File: src/rtl/qrs_pkg.sv
// Shared types and width helpers for the QRS detector slice.
package qrs_pkg;

    typedef enum logic [1:0] {
        SEARCH  = 2'd0,
        ABOVE   = 2'd1,
        REFRACT = 2'd2
    } qrs_state_t;

    localparam int unsigned N_DEF     = 32;
    localparam int unsigned WIN_DEF   = 8;
    localparam int unsigned IDX_W     = 16;
    localparam int unsigned SUM_W_DEF = N_DEF + $clog2(WIN_DEF);

    // Magnitude of an N-bit signed sample always fits in N-1 bits after saturation.
    function automatic int unsigned mag_width(input int unsigned n);
        return n - 1;
    endfunction

    function automatic int unsigned sum_width(input int unsigned n, input int unsigned win);
        return n + $clog2(win);
    endfunction

endpackage

File: src/rtl/qrs_mwi.sv
// Moving-window integrator: saturating absolute value, WIN-deep history and running sum.
module qrs_mwi
    import qrs_pkg::*;
#(
    parameter int unsigned N   = 32,
    parameter int unsigned WIN = 8
) (
    input  logic                       clk,
    input  logic                       rst_n,
    input  logic                       i_valid,
    input  logic signed [N-1:0]        i_data,
    output logic [N+$clog2(WIN)-1:0]   o_sum_next
);

    localparam int unsigned MW = mag_width(N);
    localparam int unsigned SW = sum_width(N, WIN);

    logic          w_is_min;
    logic [MW-1:0] w_mag;
    logic [MW-1:0] r_win [WIN];
    logic [SW-1:0] r_sum;
    logic [SW-1:0] w_sum_next;

    // Low N-1 bits of two's-complement negation suffice because |x| < 2^(N-1) once -2^(N-1) is trapped.
    always_comb begin
        w_is_min = i_data[N-1] && (i_data[N-2:0] == '0);
        if (w_is_min) begin
            w_mag = '1;
        end else if (i_data[N-1]) begin
            w_mag = ~i_data[N-2:0] + 1'b1;
        end else begin
            w_mag = i_data[N-2:0];
        end
    end

    always_comb begin
        w_sum_next = r_sum + SW'(w_mag) - SW'(r_win[WIN-1]);
    end

    always_ff @(posedge clk or negedge rst_n) begin
        if (!rst_n) begin
            for (int unsigned i = 0; i < WIN; i++) begin
                r_win[i] <= '0;
            end
            r_sum <= '0;
        end else if (i_valid) begin
            r_win[0] <= w_mag;
            for (int unsigned i = 1; i < WIN; i++) begin
                r_win[i] <= r_win[i-1];
            end
            r_sum <= w_sum_next;
        end
    end

    assign o_sum_next = w_sum_next;

endmodule

File: src/rtl/qrs_detect.sv
// R-peak detector: threshold/maximum tracking FSM with refractory hold-off over the MWI sum.
module qrs_detect #(
    parameter int unsigned N       = 32,
    parameter int unsigned WIN     = 8,
    parameter int unsigned TH      = 1000,
    parameter int unsigned REFRACT = 50
) (
    input  logic                       clk,
    input  logic                       rst_n,
    input  logic                       in_valid,
    input  logic signed [N-1:0]        in_data,
    output logic                       peak_valid,
    output logic [15:0]                peak_index,
    output logic [N+$clog2(WIN)-1:0]   peak_amp
);

    import qrs_pkg::*;

    localparam int unsigned SW   = sum_width(N, WIN);
    localparam int unsigned RC_W = $clog2(REFRACT + 1);
    localparam logic [SW-1:0]   TH_S  = SW'(TH);
    localparam logic [RC_W-1:0] RC_LD = RC_W'(REFRACT);

    qrs_state_t        r_state;
    qrs_state_t        w_state_next;
    logic [SW-1:0]     w_s;
    logic              w_ge;
    logic              w_load_max;
    logic              w_fire;
    logic              w_rc_dec;
    logic [SW-1:0]     r_max;
    logic [IDX_W-1:0]  r_max_idx;
    logic [IDX_W-1:0]  r_idx;
    logic [RC_W-1:0]   r_rcnt;
    logic              r_peak_valid;
    logic [IDX_W-1:0]  r_peak_index;
    logic [SW-1:0]     r_peak_amp;

    qrs_mwi #(
        .N   (N),
        .WIN (WIN)
    ) u_mwi (
        .clk        (clk),
        .rst_n      (rst_n),
        .i_valid    (in_valid),
        .i_data     (in_data),
        .o_sum_next (w_s)
    );

    assign w_ge = (w_s >= TH_S);

    always_ff @(posedge clk or negedge rst_n) begin
        if (!rst_n) begin
            r_state <= qrs_pkg::SEARCH;
        end else begin
            r_state <= w_state_next;
        end
    end

    always_comb begin
        w_state_next = r_state;
        if (in_valid) begin
            case (r_state)
                qrs_pkg::SEARCH:  if (w_ge) w_state_next = qrs_pkg::ABOVE;
                qrs_pkg::ABOVE:   if (!w_ge) w_state_next = qrs_pkg::REFRACT;
                qrs_pkg::REFRACT: if (r_rcnt == RC_W'(1)) w_state_next = qrs_pkg::SEARCH;
                default:          w_state_next = qrs_pkg::SEARCH;
            endcase
        end
    end

    // Strict '>' in ABOVE keeps the earliest index on equal sums.
    always_comb begin
        w_load_max = 1'b0;
        w_fire     = 1'b0;
        w_rc_dec   = 1'b0;
        if (in_valid) begin
            case (r_state)
                qrs_pkg::SEARCH:  w_load_max = w_ge;
                qrs_pkg::ABOVE: begin
                    w_load_max = w_ge && (w_s > r_max);
                    w_fire     = !w_ge;
                end
                qrs_pkg::REFRACT: w_rc_dec = 1'b1;
                default: ;
            endcase
        end
    end

    always_ff @(posedge clk or negedge rst_n) begin
        if (!rst_n) begin
            r_idx        <= '0;
            r_max        <= '0;
            r_max_idx    <= '0;
            r_rcnt       <= '0;
            r_peak_valid <= 1'b0;
            r_peak_index <= '0;
            r_peak_amp   <= '0;
        end else begin
            r_peak_valid <= w_fire;
            if (in_valid) begin
                r_idx <= r_idx + 1'b1;
            end
            if (w_load_max) begin
                r_max     <= w_s;
                r_max_idx <= r_idx;
            end
            if (w_fire) begin
                r_peak_amp   <= r_max;
                r_peak_index <= r_max_idx;
                r_rcnt       <= RC_LD;
            end else if (w_rc_dec) begin
                r_rcnt <= r_rcnt - 1'b1;
            end
        end
    end

    assign peak_valid = r_peak_valid;
    assign peak_index = r_peak_index;
    assign peak_amp   = r_peak_amp;

endmodule
File: config.mk
export PLATFORM = sky130hd
export DESIGN_NAME = qrs_detect
export DESIGN_NICKNAME = d
export VERILOG_FILES = /design/src/rtl/qrs_pkg.sv /design/src/rtl/qrs_mwi.sv /design/src/rtl/qrs_detect.sv
export SDC_FILE = /design/constraint.sdc
export NUM_CORES = 1
export LEC_CHECK = 0
export CAP_MARGIN = 20
export CORE_ASPECT_RATIO = 0.9
export CORE_UTILIZATION = 55
export CTS_CLUSTER_SIZE = 30
export DETAILED_ROUTE_END_ITERATION = 8
export PLACE_DENSITY = 0.84
export SLEW_MARGIN = 5
export SYNTH_ARGS = -nofsm -noshare
export SYNTH_HDL_FRONTEND = slang
export SYNTH_SLANG_ARGS = --single-unit
File: constraint.sdc
create_clock -name clk -period 5.1 [get_ports clk]
set_input_delay 1.02 -clock clk [delete_from_list [all_inputs] [get_ports clk]]
set_output_delay 1.02 -clock clk [all_outputs]
set_load 0.05 [all_outputs]
==> results.md <==
- Status: complete, but fails checks
- Failing checks: negative setup slack
- Post-Synth XOR/XNOR Area: 3.56%
- Post-Synthesis Cells: 1688
- Via count: 15196
- Die Wd: 202 microns
- Critical-path maximum fanout: 4
- Ports: 87
- Die height: 182 microns
- Slew at the pin closest to its max-slew limit: 1120 ps
- Area grow syn2layout: 35.1%
- Share of the synthesized area in the top cell type: 51.6%
- Synth unique cells: 74
- Most common cell on crit path: buf_4
- Flops & latches, synth: 410
- Nets: 2216
- Ant diodes: 0
- Cts hold-fix bufs: 0
- Max Cap Violations: 0
- EDFF count, synth: 0
- R2r worst-path depth: 27
- Max clock buf depth: 3
- Routed WL per cell: 21.3 microns
- Clock Sinks: 410
- Synthesis Warnings: 0
- Final worst path period share: 157%
- Leading cell type in the layout, fill and taps excluded: dfrtp_1
- Multiplexer area fraction after synthesis: 15.8%
- Slew Limit Headroom: 25.2%
- Simple-Gate Fraction of Synth Area: 7.56%
- Final setup viols: 140
- Compound-cell area share of the yosys netlist: 10.0%
- Netlist Area Pre-Place: 19900 sq um
- Critical path buffers and inverters: 9
- Largest net degree at the start of global routing: 206
- Worst path top cell family by delay: compound AO/OA/AOI/OAI gates
- DRC Markers: 0
- Final ANT Viol Nets: 0
- Synth area leader: dfrtp_1
- Worst skew pair latency: 560 ps
- Die area: 36900 sq um
- Peak Freq: 125 MHz
- Minimum clock period: 8000 ps
- Hold Slack: 480 ps
- CP Depth: 36
- Vias in the first global route: 15247
- CP Launch Type: input port
- Aggregate global routing overflow: 0
- Starting density of the core: 56.3%
- Worst slack, placed: -3710 ps
- Row count: 65
- Main combinational cell family by area after synthesis: multiplexers
- Net Count, Synth: 1826
- Synth area leaders: dfrtp_1 (52%), mux2_2 (13%), ha_1 (4.5%)
- CP max stage cell: fa_1
- Hold crit path type: reg -> reg
- Avg Cell Area, Syn: 11.8 sq um
- CTS H-tree depth: 2
- Sequential share of the synthesized area: 51.6%
- Gr usage total: 27.9%
- Crit Path Category: in -> reg
- Post-detail-place hpwl: 33200 microns
- Final-report max-slew violation count: 0
- Type of destination of the critical path: flip-flop
- Final hold violations: 0
- Antenna violations before repair: 1
- Final WL: 54800 microns
- Max Clock Skew: 23.2 ps
- Worst path arrival time: 8430 ps
- Hold Path Stages: 2
- Layout cell share with drive strength beyond 1: 43.0%
- RePlAce Congestion: 0.934
- IO buf count: 86
- Reg clk slew, reported paths: 70 ps
- Async S/R FF share, synth: 100%
- Drt pass-1 iters: 5
- Slowest stage delay, CP: 510 ps
- Top FF cell, synth: dfrtp_1
- Post-Synth Adder-Cell Area: 7.70%
- Setup ws final: -2900 ps
- Unrepaired setup endpoints after global routing: true
- First-pass GRT wire length: 81900 microns
- CTS Root Buffer Type: clkbuf_16
- Most frequent cells in the layout: dfrtp_1 (410), buf_4 (274), mux2_2 (219)
- Num CTS Buffers: 41
- DR iter-0 viols: 1523
- CP required: 5520 ps
- DR vias/cell: 5.90
- Core Area: 35300 sq um
- CTS tree: built
synthesized netlist by cell type (11+ instances only):
cell type	instances
a21oi_1	60
nand2_1	98
a21o_1	18
mux2_2	224
a22o_1	17
nand4_1	21
fa_1	31
o21ai_0	127
nor3_1	18
o31ai_1	12
a31oi_1	18
nand3_1	23
xor2_1	33
ha_1	72
nor2_1	82
clkbuf_1	61
mux2_1	35
inv_1	116
mux2_4	13
dfrtp_1	410
buf_2	11
xnor2_1	46
tightest hold or removal path, cell delays in order (launching register included):
cell	delay, ps
dfrtp_1	340
nand2_1	50
o21ai_0	60
registers in the layout, summed over array words and instances, names as in the netlist:
signal / cells
r_idx: 16
r_max_idx: 16
peak_valid: 1
u_mwi.r_win: 248
r_state: 2
u_mwi.r_sum: 35
r_max: 35
peak_index: 16
r_rcnt: 6
peak_amp: 35
logic make-up after synthesis:
group / count (synthesis)
AOI/OAI and AO/OA: 321
xor gates and xnor gates: 80
adders and majority gates: 104
buffers and inverters: 192
DFF: 410
muxes: 274
and+or+nand+nor: 307
routing by layer:
layer	global-route usage, %	wire length (microns)	vias up
met5	0	9	-
met4	8.18	1720	2
met3	4.00	3520	148
met2	45.0	26600	633
met1	39.6	22900	7709
li1	-	-	6704
area by class of cell:
type / instances / area [sq um]
well taps: 469 / 587
inverters: 116 / 435
flip-flops and latches: 410 / 10300
clock inverters: 21 / 307
multi-input cells: 1086 / 10300
fillers: 1972 / 8440
repair buffers: 423 / 3840
clock buffers: 52 / 1110
metrics by stage:
step | std cells | utilization [%] | cell area (sq um) | TNS, ps
finish | 2577 | 76.1 | 26900 | -286180
floorplan | 1688 | - | 20300 | -252590
detailed placement | 2423 | 66.2 | 23400 | -387240
CTS | 2533 | 72.6 | 25600 | -257500
global route | 2577 | 76.1 | 26900 | -308920
global placement | 2423 | 66.2 | 23400 | -371450
path summary, 6_finish.rpt:
check / start / endpoint / slack (ps)
setup / recovery: in_data[11] / r_max_idx[5] / -2900
hold / removal: u_mwi.r_win[53] / u_mwi.r_win[22] / 480
setup reg to reg: u_mwi.r_sum[1] / r_max_idx[5] / -460
hold reg to reg: u_mwi.r_win[53] / u_mwi.r_win[22] / 480
max in group asynchronous: rst_n / u_mwi.r_win[240] / 3310
min in group asynchronous: rst_n / u_mwi.r_win[128] / 510
repair_timing:
item | 4_1_cts | 5_1_grt
gates resized for setup | 162 | 199
setup endpoints to repair | 142 | 142
cloned | 6 | 6
pin swaps | 47 | 72
buffers inserted | 31 | 46
Power is not shown: default switching activity piles up to over one toggle a cycle in this logic, so the estimate is an artifact.
